File: src/rtl/regfile_2w2r_if.sv
// ============================================================================
// Module   : regfile_2w2r_if
// Brief    : Write, read and scoreboard bundle for the dual-write register file.
// Revision : 1.0 - initial release
// ============================================================================
`default_nettype none

interface regfile_2w2r_if #(
  parameter int DATA_W = 32,
  parameter int ADDR_W = 5
);
  logic              RegWriteA;
  logic [ADDR_W-1:0] WriteRegA;
  logic [DATA_W-1:0] WriteDataA;
  logic              RegWriteB;
  logic [ADDR_W-1:0] WriteRegB;
  logic [DATA_W-1:0] WriteDataB;
  logic [ADDR_W-1:0] ReadReg1;
  logic [ADDR_W-1:0] ReadReg2;
  logic [DATA_W-1:0] ReadData1;
  logic [DATA_W-1:0] ReadData2;
  logic              Reserve;
  logic [ADDR_W-1:0] ReserveReg;
  logic              Busy1;
  logic              Busy2;
  logic              WriteConflict;

  modport master (
    output RegWriteA, WriteRegA, WriteDataA,
    output RegWriteB, WriteRegB, WriteDataB,
    output ReadReg1, ReadReg2, Reserve, ReserveReg,
    input  ReadData1, ReadData2, Busy1, Busy2, WriteConflict
  );

  modport slave (
    input  RegWriteA, WriteRegA, WriteDataA,
    input  RegWriteB, WriteRegB, WriteDataB,
    input  ReadReg1, ReadReg2, Reserve, ReserveReg,
    output ReadData1, ReadData2, Busy1, Busy2, WriteConflict
  );
endinterface

`default_nettype wire

File: src/rtl/regfile_2w2r.sv
// ============================================================================
// Module   : regfile_2w2r
// Brief    : Two-write/two-read register file, reg 0 hardwired to zero, with a
//            per-register busy scoreboard and a registered write-collision flag.
//            Optional same-cycle write forwarding: define REGFILE_BYPASS_EN.
// Revision : 1.0 - initial release
// ============================================================================
`default_nettype none

module regfile_2w2r #(
  parameter int DATA_W   = 32,
  parameter int ADDR_W   = 5,
  parameter int NUM_REGS = 2**ADDR_W
) (
  input  logic            clk,
  input  logic            rst_n,
  regfile_2w2r_if.slave   bus
);

  logic [DATA_W-1:0]   regs [NUM_REGS];
  logic [NUM_REGS-1:0] busy;
  logic [NUM_REGS-1:0] we_a;
  logic [NUM_REGS-1:0] we_b;
  logic [NUM_REGS-1:0] res_hit;
  logic                conflict;
  logic                collide;
  logic                in_range1;
  logic                in_range2;
  logic [DATA_W-1:0]   rd1;
  logic [DATA_W-1:0]   rd2;
  logic                busy1;
  logic                busy2;

  // Entry 0 never decodes, so reg 0 and busy[0] keep their reset value of zero.
  always_comb begin
    we_a    = '0;
    we_b    = '0;
    res_hit = '0;
    for (int r = 1; r < NUM_REGS; r++) begin
      we_a[r]    = bus.RegWriteA && (bus.WriteRegA  == ADDR_W'(r));
      we_b[r]    = bus.RegWriteB && (bus.WriteRegB  == ADDR_W'(r));
      res_hit[r] = bus.Reserve   && (bus.ReserveReg == ADDR_W'(r));
    end
  end

  assign collide = bus.RegWriteA && bus.RegWriteB &&
                   (bus.WriteRegA == bus.WriteRegB) && (bus.WriteRegA != '0);

  always_ff @(posedge clk or negedge rst_n) begin
    if (!rst_n) begin
      for (int r = 0; r < NUM_REGS; r++) begin
        regs[r] <= '0;
      end
      busy     <= '0;
      conflict <= 1'b0;
    end else begin
      for (int r = 1; r < NUM_REGS; r++) begin
        if (we_b[r]) begin
          regs[r] <= bus.WriteDataB;
        end else if (we_a[r]) begin
          regs[r] <= bus.WriteDataA;
        end
        // A new reservation outranks the retiring write of the old producer.
        if (res_hit[r]) begin
          busy[r] <= 1'b1;
        end else if (we_a[r] || we_b[r]) begin
          busy[r] <= 1'b0;
        end
      end
      conflict <= collide;
    end
  end

  assign in_range1 = (int'(bus.ReadReg1) < NUM_REGS) && (bus.ReadReg1 != '0);
  assign in_range2 = (int'(bus.ReadReg2) < NUM_REGS) && (bus.ReadReg2 != '0);

`ifdef REGFILE_BYPASS_EN
  logic hit_a1;
  logic hit_b1;
  logic hit_a2;
  logic hit_b2;
  logic res1;
  logic res2;

  assign hit_a1 = in_range1 && bus.RegWriteA && (bus.WriteRegA == bus.ReadReg1);
  assign hit_b1 = in_range1 && bus.RegWriteB && (bus.WriteRegB == bus.ReadReg1);
  assign hit_a2 = in_range2 && bus.RegWriteA && (bus.WriteRegA == bus.ReadReg2);
  assign hit_b2 = in_range2 && bus.RegWriteB && (bus.WriteRegB == bus.ReadReg2);
  assign res1   = bus.Reserve && (bus.ReserveReg == bus.ReadReg1);
  assign res2   = bus.Reserve && (bus.ReserveReg == bus.ReadReg2);

  always_comb begin
    rd1   = '0;
    rd2   = '0;
    busy1 = 1'b0;
    busy2 = 1'b0;
    if (rst_n && in_range1) begin
      busy1 = busy[bus.ReadReg1];
      if (hit_b1) begin
        rd1 = bus.WriteDataB;
      end else if (hit_a1) begin
        rd1 = bus.WriteDataA;
      end else begin
        rd1 = regs[bus.ReadReg1];
      end
      if ((hit_a1 || hit_b1) && !res1) begin
        busy1 = 1'b0;
      end
    end
    if (rst_n && in_range2) begin
      busy2 = busy[bus.ReadReg2];
      if (hit_b2) begin
        rd2 = bus.WriteDataB;
      end else if (hit_a2) begin
        rd2 = bus.WriteDataA;
      end else begin
        rd2 = regs[bus.ReadReg2];
      end
      if ((hit_a2 || hit_b2) && !res2) begin
        busy2 = 1'b0;
      end
    end
  end
`else
  always_comb begin
    rd1   = '0;
    rd2   = '0;
    busy1 = 1'b0;
    busy2 = 1'b0;
    if (rst_n && in_range1) begin
      rd1   = regs[bus.ReadReg1];
      busy1 = busy[bus.ReadReg1];
    end
    if (rst_n && in_range2) begin
      rd2   = regs[bus.ReadReg2];
      busy2 = busy[bus.ReadReg2];
    end
  end
`endif

  assign bus.ReadData1     = rd1;
  assign bus.ReadData2     = rd2;
  assign bus.Busy1         = busy1;
  assign bus.Busy2         = busy2;
  assign bus.WriteConflict = conflict;

endmodule

`default_nettype wire

File: src/flat_wrapper.sv
// flat-port wrapper written by rule: the top's interface ports become plain ports
module regfile_2w2r_flat 
#(
  parameter int DATA_W   = 32,
  parameter int ADDR_W   = 5,
  parameter int NUM_REGS = 2**ADDR_W
)
  (clk, rst_n, bus_RegWriteA, bus_WriteRegA, bus_WriteDataA, bus_RegWriteB, bus_WriteRegB, bus_WriteDataB, bus_ReadReg1, bus_ReadReg2, bus_Reserve, bus_ReserveReg, bus_ReadData1, bus_ReadData2, bus_Busy1, bus_Busy2, bus_WriteConflict);
  regfile_2w2r_if #(.DATA_W(DATA_W), .ADDR_W(ADDR_W)) bus_i ();
  input  logic clk;
  input  logic rst_n;
  input wire logic [$bits(bus_i.RegWriteA)-1:0] bus_RegWriteA;
  input wire logic [$bits(bus_i.WriteRegA)-1:0] bus_WriteRegA;
  input wire logic [$bits(bus_i.WriteDataA)-1:0] bus_WriteDataA;
  input wire logic [$bits(bus_i.RegWriteB)-1:0] bus_RegWriteB;
  input wire logic [$bits(bus_i.WriteRegB)-1:0] bus_WriteRegB;
  input wire logic [$bits(bus_i.WriteDataB)-1:0] bus_WriteDataB;
  input wire logic [$bits(bus_i.ReadReg1)-1:0] bus_ReadReg1;
  input wire logic [$bits(bus_i.ReadReg2)-1:0] bus_ReadReg2;
  input wire logic [$bits(bus_i.Reserve)-1:0] bus_Reserve;
  input wire logic [$bits(bus_i.ReserveReg)-1:0] bus_ReserveReg;
  output wire logic [$bits(bus_i.ReadData1)-1:0] bus_ReadData1;
  output wire logic [$bits(bus_i.ReadData2)-1:0] bus_ReadData2;
  output wire logic [$bits(bus_i.Busy1)-1:0] bus_Busy1;
  output wire logic [$bits(bus_i.Busy2)-1:0] bus_Busy2;
  output wire logic [$bits(bus_i.WriteConflict)-1:0] bus_WriteConflict;
  assign bus_i.RegWriteA = bus_RegWriteA;
  assign bus_i.WriteRegA = bus_WriteRegA;
  assign bus_i.WriteDataA = bus_WriteDataA;
  assign bus_i.RegWriteB = bus_RegWriteB;
  assign bus_i.WriteRegB = bus_WriteRegB;
  assign bus_i.WriteDataB = bus_WriteDataB;
  assign bus_i.ReadReg1 = bus_ReadReg1;
  assign bus_i.ReadReg2 = bus_ReadReg2;
  assign bus_i.Reserve = bus_Reserve;
  assign bus_i.ReserveReg = bus_ReserveReg;
  assign bus_ReadData1 = bus_i.ReadData1;
  assign bus_ReadData2 = bus_i.ReadData2;
  assign bus_Busy1 = bus_i.Busy1;
  assign bus_Busy2 = bus_i.Busy2;
  assign bus_WriteConflict = bus_i.WriteConflict;
  regfile_2w2r #(.DATA_W(DATA_W), .ADDR_W(ADDR_W), .NUM_REGS(NUM_REGS)) u_core (.clk(clk), .rst_n(rst_n), .bus(bus_i));
endmodule
File: config.mk
export PLATFORM = sky130hd
export DESIGN_NAME = regfile_2w2r_flat
export DESIGN_NICKNAME = d
export VERILOG_FILES = /design/src/rtl/regfile_2w2r_if.sv /design/src/rtl/regfile_2w2r.sv /design/src/flat_wrapper.sv
export SDC_FILE = /design/constraint.sdc
export NUM_CORES = 2
export LEC_CHECK = 0
export BUFFER_PORTS_ARGS = -buffer_cell sky130_fd_sc_hd__buf_2
export CAP_MARGIN = 10
export CELL_PAD_IN_SITES_DETAIL_PLACEMENT = 1
export CELL_PAD_IN_SITES_GLOBAL_PLACEMENT = 1
export CORE_MARGIN = 2
export CORE_UTILIZATION = 30
export CTS_CLUSTER_SIZE = 30
export DETAILED_ROUTE_END_ITERATION = 10
export HOLD_SLACK_MARGIN = 0.1
export PLACE_DENSITY = 0.52
export SLEW_MARGIN = 20
export SYNTH_ARGS = -nofsm -noshare
export SYNTH_HDL_FRONTEND = slang
export SYNTH_SLANG_ARGS = --single-unit
File: constraint.sdc
create_clock -name clk -period 1.9 [get_ports clk]
set_input_delay 0.095 -clock clk [delete_from_list [all_inputs] [get_ports clk]]
set_output_delay 0.095 -clock clk [all_outputs]
set_load 0.01 [all_outputs]
======== After elaboration in Yosys (flattened, before gate mapping) ========
Index checks and enable logic that the tools add are counted.
storage, ports and cells
  latch bits .............................. 0
  logic and storage cells ................. 495
  bits in read-only memories .............. 0
  memories ................................ 0
  register bits ........................... 1024
  input port bits ......................... 94
  output and inout port bits .............. 67
  memory bits (writable) .................. 0
operators by class
  mux-type cells .......................... 138
  $add $sub $neg .......................... 0
  bitwise logic cells ..................... 2
  magnitude comparators ................... 4
  multipliers ............................. 0
  reductions and logical operators ........ 194
  equality and inequality tests ........... 94
  shifts and indexed selects .............. 0
  div/mod/pow operators ................... 0
operators by type and width
  operator                                             number
  2-to-1 mux 32 bit                                    68
  binary-select mux 32 bit (select 5 bit)              2
  == test 5 bit (second input constant)                48
  nonzero test 2 bit                                   62
  == test 5 x 4 -> 1 bit (second input constant)       24
  logical AND 1 bit                                    98
  2-to-1 mux 1 bit                                     66
  == test 5 x 3 -> 1 bit (second input constant)       12
  logical OR 1 bit                                     31
  == test 5 x 2 -> 1 bit (second input constant)       6
  == test 5 x 1 -> 1 bit (second input constant)       3
  nonzero test 5 bit                                   3
  >= comparator 6 bit (second input constant)          2
  < comparator 5 x 6 -> 1 bit (second input constant)  2
  NOT 5 -> 6 bit                                       2
  binary-select mux 1 bit (select 5 bit)               2
  == test 5 bit                                        1

======== Logic depth before layout (Yosys ltp) ========
  word-level depth ........................ 5
  depth in mapped cells ................... 10
  gate-level depth less buffers ........... 5

======== Least setup slack after synthesis ========
Ideal clock, no wire load.
  path kind ............................... input -> output
  start point ............................. in bus_ReadReg2[0]
  end point ............................... out bus_ReadData2[19]
  data required time ...................... 1.805 ns
  slack ................................... 0.206 ns
  arrival time ............................ 1.599 ns
  cell stages on the path ................. 8
  cells stage by stage .................... buf_6 -> buf_12 -> buf_6 -> nor2b_4 -> buf_4 -> a22oi_1 -> a21oi_1 -> a2111oi_1
between the ends
  longest elaborated chain between the ends .. 5
  elaborated cells on any way between the ends .. 7
  classes of those cells .................. mux (4); bitwise (1); reduce/logical (2)
RTL lines
  item                                                   RTL line             RTL
  start: declaration                                     flat_wrapper.sv:19   input wire logic [$bits(bus_i.ReadReg2)-1:0] bus_ReadReg2;
  NOT 5 -> 6 bit (implied by the code)                   regfile_2w2r.sv:135  rd2 = regs[bus.ReadReg2];
  binary-select mux 32 bit (select 5 bit)                regfile_2w2r.sv:135
  2-to-1 mux 32 bit (implied by the code) (2 in series)  regfile_2w2r.sv:135
  2-to-1 mux 32 bit *                                    regfile_2w2r.sv:134  if (rst_n && in_range2) begin
  end: declaration                                       flat_wrapper.sv:23   output wire logic [$bits(bus_i.ReadData2)-1:0] bus_ReadData2;
Every way passes the cells marked *; elsewhere a longest branch is shown, timed or not. The select of a mux whose other input is x is not followed.

======== Final worst setup path ========
  start point ............................. reg u_core.regs[155] in the netlist's numbering
  end point ............................... out bus_ReadData1[27]
between the ends
  longest elaborated chain between the ends .. 4
RTL lines
  item                                                   RTL line             RTL
  start: declaration                                     regfile_2w2r.sv:20   logic [DATA_W-1:0] regs [NUM_REGS];
  start signal: indexed assignment                       regfile_2w2r.sv:59   regs[r] <= bus.WriteDataB;
  start signal: indexed assignment                       regfile_2w2r.sv:61   regs[r] <= bus.WriteDataA;
  binary-select mux 32 bit (select 5 bit)                regfile_2w2r.sv:131  rd1 = regs[bus.ReadReg1];
  2-to-1 mux 32 bit (implied by the code) (2 in series)  regfile_2w2r.sv:131
  2-to-1 mux 32 bit                                      regfile_2w2r.sv:130  if (rst_n && in_range1) begin
  end: declaration                                       flat_wrapper.sv:22   output wire logic [$bits(bus_i.ReadData1)-1:0] bus_ReadData1;
No other way between the ends. The select of a mux whose other input is x is not followed.

==> results.ini <==
[detailed_routing]
vias=58519
wire_per_inst_um=33.59
drc=0
dr.max_layer_used=met5
drtIter0Drc=5491
vias_per_cell=5.807
postRouteAntennaNets=0
dr.pass1.iters=5
met3_wirelength_um=19350
wl_met2_um=155900
totalWireLength_um=338500
wl_met1_um=145100

[sta]
finalSetupViolCount=66
fin_crit_ps=2870
final.setup.worst_slack_ps=-970.0
max_freq_mhz=348.4
relSlewSlack_pct=26.22
skew_ps=0
hold_slack_ps=124.0
slew_violations=0
hold_viol=0
rsz0062_at_grt=true
min_period_over_period_pct=151.1
worst_pin_slew_ps=1102

[hold_path]
min_path_cells=5
hp-class=in2reg
hp-start=bus_WriteRegA[4]

[logic_synthesis]
synthSimpleGateAreaFrac_pct=8.840
synth-edff-count=0
synthesis.nets=6428
netlist_area_um2=65280
synth_top_family_by_area=multiplexers
yosysUniqueCellTypes=66
synthTopCellsByArea=dfrtp_1 39%, mux2i_1 21%, mux4_2 11%, a21oi_1 4.4%, o21ai_0 3.6%
synth_fa_ha_area_share_pct=0
synthMuxAreaShare_pct=33.52
synth_top_area_share_pct=39.25
synthXorXnorAreaFrac_pct=0.05367
synth_warnings=33
synthCells=6334
yosysTopAreaCell=dfrtp_1
synth-compound-area-share_pct=12.44
async_flop_share_pct=100.0
ys_seq_area_share_pct=39.25
synth_seq_cells=1024
synth_top_flop_cell=dfrtp_1
avgSynthCellArea_um2=10.31

[critical_path]
critical_path_peak_fanout=2
slowest_stage=mux4_2
r2r_cells=3
path_class=reg2out
timing.rr.start=u_core.busy[1]$_DFFE_PN0P_
arrival_ps=2780
cp.required_ps=1800
endpoint_kind=primary output
startpoint=u_core.regs[155]$_DFFE_PN0P_
cp_common_cell=buf_6
start_kind=flop
crit_chain=mux4_2 > mux2i_2 > nor2_1 > a221oi_2 > buf_4 > a32oi_2 > buf_6 > buf_6
max_stage_delay_ps=500
reg2reg_setup_slack_ps=460

[die]
num_rows=171
initial_core_util_pct=30.12
pin_count=161
die_w_um=470.5
die-area_um2=221300
die_y_um=470.5
coreArea_um2=216700

[power]
power_density_nw_per_um2=1012
internal_power_uw=57530
ir_drop_uv=818.7
clockPowerShare_pct=30.5
swShare_pct=33.23
p_sw_uw=28630
p_seq_share_pct=37.6
leakagePower_uw=0.03752
power_frac_comb_pct=31.9

[cts]
insertion_delay_ps=820
cts_made_buffers=133
numClockSinks=1024
path_clk_slew_ps=60
cts_root_buf=clkbuf_16
htreeDepth=4
cts_max_path_buffers=3
cts_tree=built

[global_routing]
overflow=0
antenna_found_initial=20
grt_util_all_layers_pct=29.79
grt_pass1_wl_um=476600
grt_pass1_vias=60608
grt_max_degree=145

[run_status]
violations=setup timing
status=finished with violations

[flow_run]
drv_cap=0

[cells_and_area]
num-nets-final=7205
nFillCells=23503
syn_to_final_growth_pct=30.42
stdcell_count=10077
drive_above_1_share_pct=29.94

[place]
placed_cells=9618
hpwl_um=223900
place_congestion=0.8988
place.port_buffers=160

-- placed cells by master (no fill, tap or decap), types with 18 or more instances in the layout --
master / count
a22oi_1: 59
o22ai_1: 37
o21ai_0: 468
clkbuf_8: 39
nor2_4: 21
a21oi_1: 553
clkbuf_1: 32
dlygate4sd3_1: 104
a221oi_2: 41
nand2_4: 23
mux2_4: 24
buf_12: 222
nand2b_1: 18
mux2i_1: 1344
mux4_2: 326
nand2_1: 586
a221oi_1: 28
nand4_1: 33
a211oi_1: 29
mux2i_2: 32
buf_2: 121
mux2_2: 36
clkbuf_16: 139
dfrtp_1: 1022
nor2_1: 578
o21ai_1: 58
buf_4: 864
buf_6: 52
-- metal layers --
metal / vias to the layer above / global-route usage (%)
met2: 2252 / 47.72
met5: - / 0
met4: 2 / 13.86
met1: 30889 / 39.72
li1: 24665 / -
met3: 711 / 4.191
-- area by class of cell --
type                            instances  area [µm²]  area share, %
Antenna cell                           11       27.53        0.03233
Clock buffer                          208        4085          4.799
Clock inverter                         28       301.5         0.3542
Inverter                                9       33.78        0.03968
Multi-Input combinational cell       4565       38040          44.68
Sequential cell                      1024       25630          30.10
Tap cell                             2854        3571          4.194
Timing Repair Buffer                 1378       13450          15.80
-- worst max-delay path: cells and delay by family, from the launching register on --
kind,cells,cell delay (ps)
buffers and inverters,3,510
multiplexers,2,720
flip-flops,1,370
AO/OA/AOI/OAI,2,260
AND/OR/NAND/NOR,1,80
-- path summary, 6_finish.rpt --
| kind | endpoint |
|---|---|
| worst max-delay path | bus_ReadData1[27] |
| worst min-delay path | u_core.regs[261]$_DFFE_PN0P_ |
| worst max register to register | u_core.busy[1]$_DFFE_PN0P_ |
| worst min register to register | u_core.busy[15]$_DFFE_PN0P_ |
| max in group asynchronous | u_core.regs[245]$_DFFE_PN0P_ |
| min in group asynchronous | u_core.regs[388]$_DFFE_PN0P_ |
-- power groups by stage --
stage / Clock, µW / Combinational, µW / Sequential (µW)
after global placement: 0 / 23500 / 32400
after detailed placement: 0 / 24200 / 32500
after floorplan: 0 / 13900 / 30800
after global routing: 27400 / 29500 / 32900
final: 26300 / 27500 / 32400
after CTS: 26600 / 26800 / 32100
-- registers in the layout (all words and copies together), names as in the netlist --
signal / cells
u_core.regs: 992
u_core.busy: 31
u_core.bus.WriteConflict: 1
-- through the flow --
step                      cell area [µm²]  power (µW)  TNS [ps]  utilization [%]  setup WS [ps]
final                               85130       86160    -49750            39.28         -970.0
after global routing                85110       89770    -52730            39.27          -1041
after CTS                           84440       85590    -51880            38.96         -990.8
after detailed placement            76680       56730    -37590            35.38          -1001
after global placement              76670       55820    -35590            35.38          -1202
after floorplan                     65280       44770         0                -          205.6
-- timing repair --
item / CTS / global route
endpoints found under the setup margin: 66 / 223
hold buffers: 109 / 1
setup buffers: 112 / 34
resized for setup: 285 / 86
endpoints found under the hold margin: 1863 / 20
gates cloned: 0 / 4
pin swaps: 72 / 41
-- cells by family after synthesis --
family	count (synthesis)
AOI/OAI and AO/OA	1406
muxes	1770
buffers and inverters	745
xor gates and xnor gates	4
DFF	1024
and+or+nand+nor	1385
-- synth_stat cells (37+ instances only) --
| master | number |
|---|---|
| a21oi_1 | 575 |
| a221oi_1 | 80 |
| a22oi_1 | 61 |
| buf_1 | 53 |
| buf_2 | 97 |
| buf_4 | 93 |
| buf_6 | 59 |
| clkbuf_1 | 421 |
| dfrtp_1 | 1024 |
| mux2_2 | 60 |
| mux2i_1 | 1384 |
| mux4_2 | 324 |
| nand2_1 | 612 |
| nor2_1 | 600 |
| o21ai_0 | 473 |
| o21ai_1 | 55 |
| o22ai_1 | 37 |
(Power assumes the default switching activity.)
